$ cat config.mk
export PLATFORM = sky130hd
export DESIGN_NAME = secure_mem_arbiter
export DESIGN_NICKNAME = d
export VERILOG_FILES = /design/src/rtl/secure_mem_arbiter.sv
export SDC_FILE = /design/constraint.sdc
export NUM_CORES = 1
export LEC_CHECK = 0
export CAP_MARGIN = 10
export CORE_AREA = 8 8 615 617
export CTS_CLUSTER_DIAMETER = 40
export DETAILED_ROUTE_END_ITERATION = 7
export DIE_AREA = 0 0 623 625
export GPL_ROUTABILITY_DRIVEN = 1
export PLACE_DENSITY_LB_ADDON = 0.08
export SETUP_SLACK_MARGIN = 0.1
export SYNTH_ARGS = -nofsm -noshare
export SYNTH_HDL_FRONTEND = slang
export SYNTH_SLANG_ARGS = --single-unit
$ cat constraint.sdc
create_clock -name clk -period 3.9 [get_ports clk]
set_input_delay 0.78 -clock clk [delete_from_list [all_inputs] [get_ports clk]]
set_output_delay 0.78 -clock clk [all_outputs]
set_load 0.005 [all_outputs]
$ cat src/rtl/secure_mem_arbiter.sv
// Round-robin arbiter and sequencer for the shared single-port secure key/ID memory.
// Define SECURE_MEM_ARB_AUDIT_EN to add the violation counter and sticky irq outputs.
module secure_mem_arbiter #(
  parameter int NUM_REQ = 3,
  parameter int WIDTH   = 256,
  parameter int LENGTH  = 16,
  parameter int TIMEOUT = 15
) (
  input  logic                               clk,
  input  logic                               rst,
  input  logic [NUM_REQ-1:0]                 req_valid,
  input  logic [NUM_REQ-1:0]                 req_write,
  input  logic [NUM_REQ*$clog2(LENGTH)-1:0]  req_addr,
  input  logic [NUM_REQ*WIDTH-1:0]           req_wdata,
  output logic [NUM_REQ-1:0]                 req_ready,
  output logic [NUM_REQ-1:0]                 rsp_valid,
  output logic                               rsp_err,
  output logic [WIDTH-1:0]                   rsp_rdata,
  input  logic [LENGTH-1:0]                  wr_lock,
  output logic                               mem_rd_en,
  output logic                               mem_wr_en,
  output logic [$clog2(LENGTH)-1:0]          mem_addr,
  output logic [WIDTH-1:0]                   mem_wrData,
  input  logic [WIDTH-1:0]                   mem_rdData,
`ifdef SECURE_MEM_ARB_AUDIT_EN
  output logic [7:0]                         violation_count,
  output logic                               violation_irq,
`endif
  input  logic                               mem_rdData_valid
);

  localparam int AW = $clog2(LENGTH);
  localparam int GW = $clog2(NUM_REQ);
  localparam int CW = $clog2(TIMEOUT + 1);

  typedef enum logic [1:0] {
    IDLE,
    ISSUE,
    WAIT_RD,
    RESP
  } state_t;

  state_t            state_q, state_d;
  logic [GW-1:0]     last_q, last_d;
  logic [GW-1:0]     grant_q, grant_d;
  logic              wr_q, wr_d;
  logic [AW-1:0]     addr_q, addr_d;
  logic [WIDTH-1:0]  wdata_q, wdata_d;
  logic [CW-1:0]     tcnt_q, tcnt_d;
  logic              err_q, err_d;
  logic [WIDTH-1:0]  rdata_q, rdata_d;

  logic [GW-1:0]     sel;
  logic              found;
  logic              lock_hit;

  // First requesting index after the last grant, wrapping.
  always_comb begin
    sel   = '0;
    found = 1'b0;
    for (int i = 1; i <= NUM_REQ; i++) begin
      automatic int idx = (int'(last_q) + i) % NUM_REQ;
      if (!found && req_valid[idx]) begin
        found = 1'b1;
        sel   = GW'(idx);
      end
    end
  end

  always_comb begin
    req_ready = '0;
    if (rst && state_q == IDLE && found)
      req_ready[sel] = 1'b1;
  end

  assign lock_hit = wr_lock[addr_q] && (grant_q != '0);

  always_comb begin
    state_d = state_q;
    last_d  = last_q;
    grant_d = grant_q;
    wr_d    = wr_q;
    addr_d  = addr_q;
    wdata_d = wdata_q;
    tcnt_d  = tcnt_q;
    err_d   = err_q;
    rdata_d = rdata_q;
    unique case (state_q)
      IDLE: begin
        if (found) begin
          state_d = ISSUE;
          grant_d = sel;
          wr_d    = req_write[sel];
          addr_d  = req_addr[sel*AW +: AW];
          wdata_d = req_wdata[sel*WIDTH +: WIDTH];
        end
      end
      ISSUE: begin
        tcnt_d  = '0;
        rdata_d = '0;
        err_d   = wr_q && lock_hit;
        state_d = wr_q ? RESP : WAIT_RD;
      end
      WAIT_RD: begin
        if (mem_rdData_valid) begin
          rdata_d = mem_rdData;
          err_d   = 1'b0;
          state_d = RESP;
        end else if (tcnt_q == CW'(TIMEOUT - 1)) begin
          err_d   = 1'b1;
          state_d = RESP;
        end else begin
          tcnt_d = tcnt_q + 1'b1;
        end
      end
      RESP: begin
        last_d  = grant_q;
        state_d = IDLE;
      end
      default: state_d = IDLE;
    endcase
  end

  always_ff @(posedge clk or negedge rst) begin
    if (!rst) begin
      state_q <= IDLE;
      last_q  <= GW'(NUM_REQ - 1);
      grant_q <= '0;
      wr_q    <= 1'b0;
      addr_q  <= '0;
      wdata_q <= '0;
      tcnt_q  <= '0;
      err_q   <= 1'b0;
      rdata_q <= '0;
    end else begin
      state_q <= state_d;
      last_q  <= last_d;
      grant_q <= grant_d;
      wr_q    <= wr_d;
      addr_q  <= addr_d;
      wdata_q <= wdata_d;
      tcnt_q  <= tcnt_d;
      err_q   <= err_d;
      rdata_q <= rdata_d;
    end
  end

  // Strobes are decoded from registered state so reset drops them at once.
  assign mem_wr_en  = (state_q == ISSUE) && wr_q && !lock_hit;
  assign mem_rd_en  = (state_q == ISSUE) && !wr_q;
  assign mem_addr   = (mem_wr_en || mem_rd_en) ? addr_q : '0;
  assign mem_wrData = mem_wr_en ? wdata_q : '0;

  always_comb begin
    rsp_valid = '0;
    if (state_q == RESP)
      rsp_valid[grant_q] = 1'b1;
  end

  assign rsp_err   = (state_q == RESP) && err_q;
  assign rsp_rdata = (state_q == RESP) ? rdata_q : '0;

`ifdef SECURE_MEM_ARB_AUDIT_EN
  always_ff @(posedge clk or negedge rst) begin
    if (!rst) begin
      violation_count <= '0;
      violation_irq   <= 1'b0;
    end else if (state_q == RESP && err_q) begin
      violation_irq <= 1'b1;
      if (violation_count != 8'hFF)
        violation_count <= violation_count + 8'd1;
    end
  end
`endif

endmodule

==> impl_summary.md <==
Status
The flow ran to the end, but the final reports show violations. The checks that failed: negative setup slack.

Die
The total I/O pin count is 1,586. The die area is 389,400 sq um. The die boundary width is 623 microns. The initial cell density of the core is 10.31%. The height of the chip is 625 microns. The standard-cell row count is 223. The core box area is 367,700 sq um.

Clock tree
Clock tree synthesis selected as its root buffer the cell sky130_fd_sc_hd__clkbuf_16. The clock transition at the registers of the reported paths is 0.04 ns. The clock tree from TritonCTS is built. The H-tree level count is 4. The worst-skew pair later-pin latency is 0.91 ns. The total CTS buffers is 203. The number of sinks handled by clock tree synthesis is 528.

The clock passes through at most 4 buffers.

Drt
In the final routed layout, each cell accounts on average for 32.02 microns. After detailed routing, the total wire length is 363,000 microns. The vias per cell is 4.234. After detailed routing, the number of remaining DRC violations is 0.

The final antenna-violating net count is 0. The initial DRC count is 3,526. The first-pass iteration count of the detailed router is 5. Summing over every cut layer, the via total after detailed routing is 48,000.

Critical path
The biggest fanout along the worst timing path is 20. The peak per-stage delay on the critical path is 0.58 ns. For the worst setup path, the data required time is 3.12 ns. The critical path data arrival time is 3.97 ns. STA classifies the critical path endpoint as an output port. The classification of the worst setup path is input port to output port. STA classifies the critical path startpoint as an input port.

For this design, the slowest cell found on the critical path is sky130_fd_sc_hd__clkdlybuf4s50_1. The signal on the critical path passes through clkdlybuf4s50_1 > mux4_2 > mux4_2 > o21a_1 > nor2_4 > buf_12 > buf_16 > and2_1 > clkdlybuf4s50_1.

STA
Setup repair after global routing could not meet its margin everywhere. The count of final hold-check violations is 0. The share of the clock period used by the worst path after layout is 121.8%. Across the routed clock network, the largest skew measured is 0.07878 ns. For the pin with the worst max-slew slack, the measured transition is 1.055 ns. The final count of pins violating max slew is 0. The worst path in the final design needs a cycle of 4.749 ns, including I/O delays and setup. Timing would allow up to 0.2106 GHz. The final critical-path setup slack is -0.8493 ns.

The number of failing setup endpoints in the final timing report is 283. The worst pin sits at a relative slew slack of 29.69%.

Global route
For this run the aggregate overflow at the end of global routing stands at 0. The first global-routing pass estimated 472,900 microns of wire. The total global routing track utilization is 17.46%. The number of antenna violations at the first check in global routing came to 308. The via count of the first global-routing pass is 47,830. Entering global routing, the biggest net connects 133 pins.

Final layout
After routing the design area is 70,470 sq um. The area growth from synthesis to layout is 85.94%. The number of standard cells in the final layout excluding fillers is 11,340. The share of layout cells above drive strength 1 is 17.17%.

The number of nets in the finished design is 7,317. Counting the fill cells in the layout gives 40,830.

Power and ir drop
The internal portion of the total power is 34.89 mW. In this run switching power makes up 47.35% of total power. VDD sags by at most 0.4870 mV.

In this run, the clock network consumes 26.1% of the power. The portion of total power attributed to combinational logic is 58.5%. Of the total power, registers draw 15.4%. The leakage power of the design is 27.91 nW.

The analysis attributes to net switching a power of 31.38 mW. The areal power density over the cells is 940.3 nW/um^2.

Synth
The post-synth net total is 5,692. The most used flip-flop cell after synthesis is sky130_fd_sc_hd__dfrtp_1. In the synthesized netlist, the number of instances is 4,620. After synthesis, the mean cell area works out to 8.203 sq um.

The Yosys warning count is 0. The number of distinct library cell variants in the gate-level netlist after synthesis is 48. For this run, asynchronously set or reset flops after synthesis account for 100.0%.

The mapped netlist covers 37,900 sq um. The share of the yosys chip area belonging to registers is 34.87%. In this run, synthesis inferred 0 flip-flops with an integrated enable. The number of register bits inferred by synthesis is 528.

Place
The cell count after placement is 10,750. The final weighted congestion in routability-driven placement is 0.8833. The pre-CTS setup slack is -1.002 ns. The post-DP HPWL is 276,200 microns.

The number of I/O port buffers is 1,585. The post-place instance area is 61,150 sq um.

Run
The reported max-cap violation count is 0.

Worst hold path
The class of the tightest hold or removal check is input port to flip-flop.
## cell type report
class / instances / area, sq um / share of cell area (%)
clock inverter: 92 / 1383 / 1.962
antenna: 87 / 217.7 / 0.3089
inverter: 9 / 43.79 / 0.06214
timing repair buffer: 2026 / 21020 / 29.82
multi-input combinational: 3477 / 22740 / 32.26
tap: 4837 / 6052 / 8.588
clock buffer: 281 / 5807 / 8.240
sequential: 528 / 13220 / 18.75
## synthesized netlist by cell type, types with 5 or more instances
master | number | share of area (%)
sky130_fd_sc_hd__ha_1 | 11 | 0.36
sky130_fd_sc_hd__o2111ai_1 | 261 | 6.0
sky130_fd_sc_hd__mux4_2 | 5 | 0.30
sky130_fd_sc_hd__buf_2 | 66 | 0.87
sky130_fd_sc_hd__o21ai_0 | 10 | 0.13
sky130_fd_sc_hd__o211ai_1 | 521 | 10
sky130_fd_sc_hd__o2111a_1 | 260 | 7.7
sky130_fd_sc_hd__nor3_1 | 522 | 6.9
sky130_fd_sc_hd__nand2_1 | 790 | 7.8
sky130_fd_sc_hd__inv_1 | 8 | 0.079
sky130_fd_sc_hd__a22o_1 | 256 | 5.9
sky130_fd_sc_hd__buf_1 | 36 | 0.36
sky130_fd_sc_hd__nor2b_1 | 6 | 0.099
sky130_fd_sc_hd__nor2_1 | 11 | 0.11
sky130_fd_sc_hd__clkbuf_1 | 489 | 4.8
sky130_fd_sc_hd__and2_1 | 514 | 8.5
sky130_fd_sc_hd__dfrtp_1 | 527 | 35
sky130_fd_sc_hd__nand3_1 | 263 | 3.5
sky130_fd_sc_hd__buf_4 | 15 | 0.30
## cells in the final DEF, fill, tap and decap left out, types with 256 or more instances in the layout
master	synthesis	layout
sky130_fd_sc_hd__a22o_1	256	256
sky130_fd_sc_hd__and2_1	514	424
sky130_fd_sc_hd__buf_4	15	279
sky130_fd_sc_hd__clkdlybuf4s50_1	0	1344
sky130_fd_sc_hd__dfrtp_1	527	526
sky130_fd_sc_hd__nand2_1	790	787
sky130_fd_sc_hd__nand3_1	263	263
sky130_fd_sc_hd__nor3_1	522	521
sky130_fd_sc_hd__o2111a_1	260	260
sky130_fd_sc_hd__o2111ai_1	261	261
sky130_fd_sc_hd__o211ai_1	521	521
## cells by family (layout without fill, tap and decap cells)
| kind of cell | count (synthesis) | after routing | synth area share (%) |
|---|---|---|---|
| multiplexers | 10 | 10 | 0.4325 |
| flip-flops | 528 | 528 | 34.87 |
| AND/OR/NAND/NOR | 2127 | 2127 | 27.30 |
| adder cells (fa/ha/maj) | 11 | 11 | 0.3631 |
| XOR/XNOR | 2 | 2 | 0.04623 |
| buffers and inverters | 615 | 2408 | 6.457 |
| AO/OA/AOI/OAI | 1327 | 1327 | 30.54 |
| other | 0 | 87 | 0 |
## metal layers
layer / wire (microns) / GRT usage (%)
met1: 135000 / 18.79
met3: 24880 / 5.254
met4: 10850 / 4.589
met2: 191300 / 32.97
met5: 1063 / 0
## worst paths after layout
kind | start | end | slack, ns | depth (start not counted)
setup / recovery | wr_lock[10] | mem_wrData[91] | -0.85 | 9
hold / removal | req_wdata[644] | wdata_q[132]$_DFFE_PN0P_ | 0.47 | 3
setup reg to reg | last_q[1]$_DFFE_PN1P_ | wdata_q[166]$_DFFE_PN0P_ | 0.41 | 10
hold reg to reg | rdata_q[56]$_DFFE_PN0P_ | rdata_q[56]$_DFFE_PN0P_ | 0.49 | 1
max in group asynchronous | rst | wdata_q[46]$_DFFE_PN0P_ | 2.03 | 4
min in group asynchronous | rst | rdata_q[246]$_DFFE_PN0P_ | 0.69 | 3
## stage by stage
step	total power, mW	utilization, %	hold slack (ns)	setup TNS (ns)
6_report	66.27	19.16	0.4662	-164.55
5_1_grt	70.51	19.13	0.4097	-212.14
4_1_cts	66.51	18.71	0.3522	-232.27
3_5_place_dp	48.22	16.63	0.4744	-228.71
3_3_place_gp	48.12	16.63	0.4754	-228.83
2_1_floorplan	27.96	-	0.4584	0
## sequential cells by signal (all words and copies together), names as in the netlist
| name | count |
|---|---|
| addr_q | 4 |
| err_q | 1 |
| grant_q | 2 |
| last_q | 2 |
| rdata_q | 256 |
| state_q | 2 |
| tcnt_q | 4 |
| wdata_q | 256 |
| wr_q | 1 |
## worst max-delay path, delay by kind of cell
family,cells,cell delay (ns)
muxes,2,1.07
buffers and inverters,4,1.48
and+or+nand+nor,2,0.36
AOI/OAI and AO/OA,1,0.18
## power groups by stage
stage	logic [mW]	registers [mW]	clock network, mW
after floorplan	19.5	8.48	0
after global placement	37.7	10.4	0
after detailed placement	37.9	10.3	0
after CTS	38.4	10.3	17.8
after global routing	42.1	10.4	18.1
final	38.8	10.2	17.3
## what timing repair did
item / CTS / global route
buffers inserted: 15 / 90
endpoints found under the setup margin: 451 / 445
resized for setup: 249 / 589
hold endpoints to repair: 11 / 0
cloned: 8 / 19
hold buffers: 1 / 0
pin swaps: 5 / 16
No activity file was read; power rests on OpenSTA's default activity.
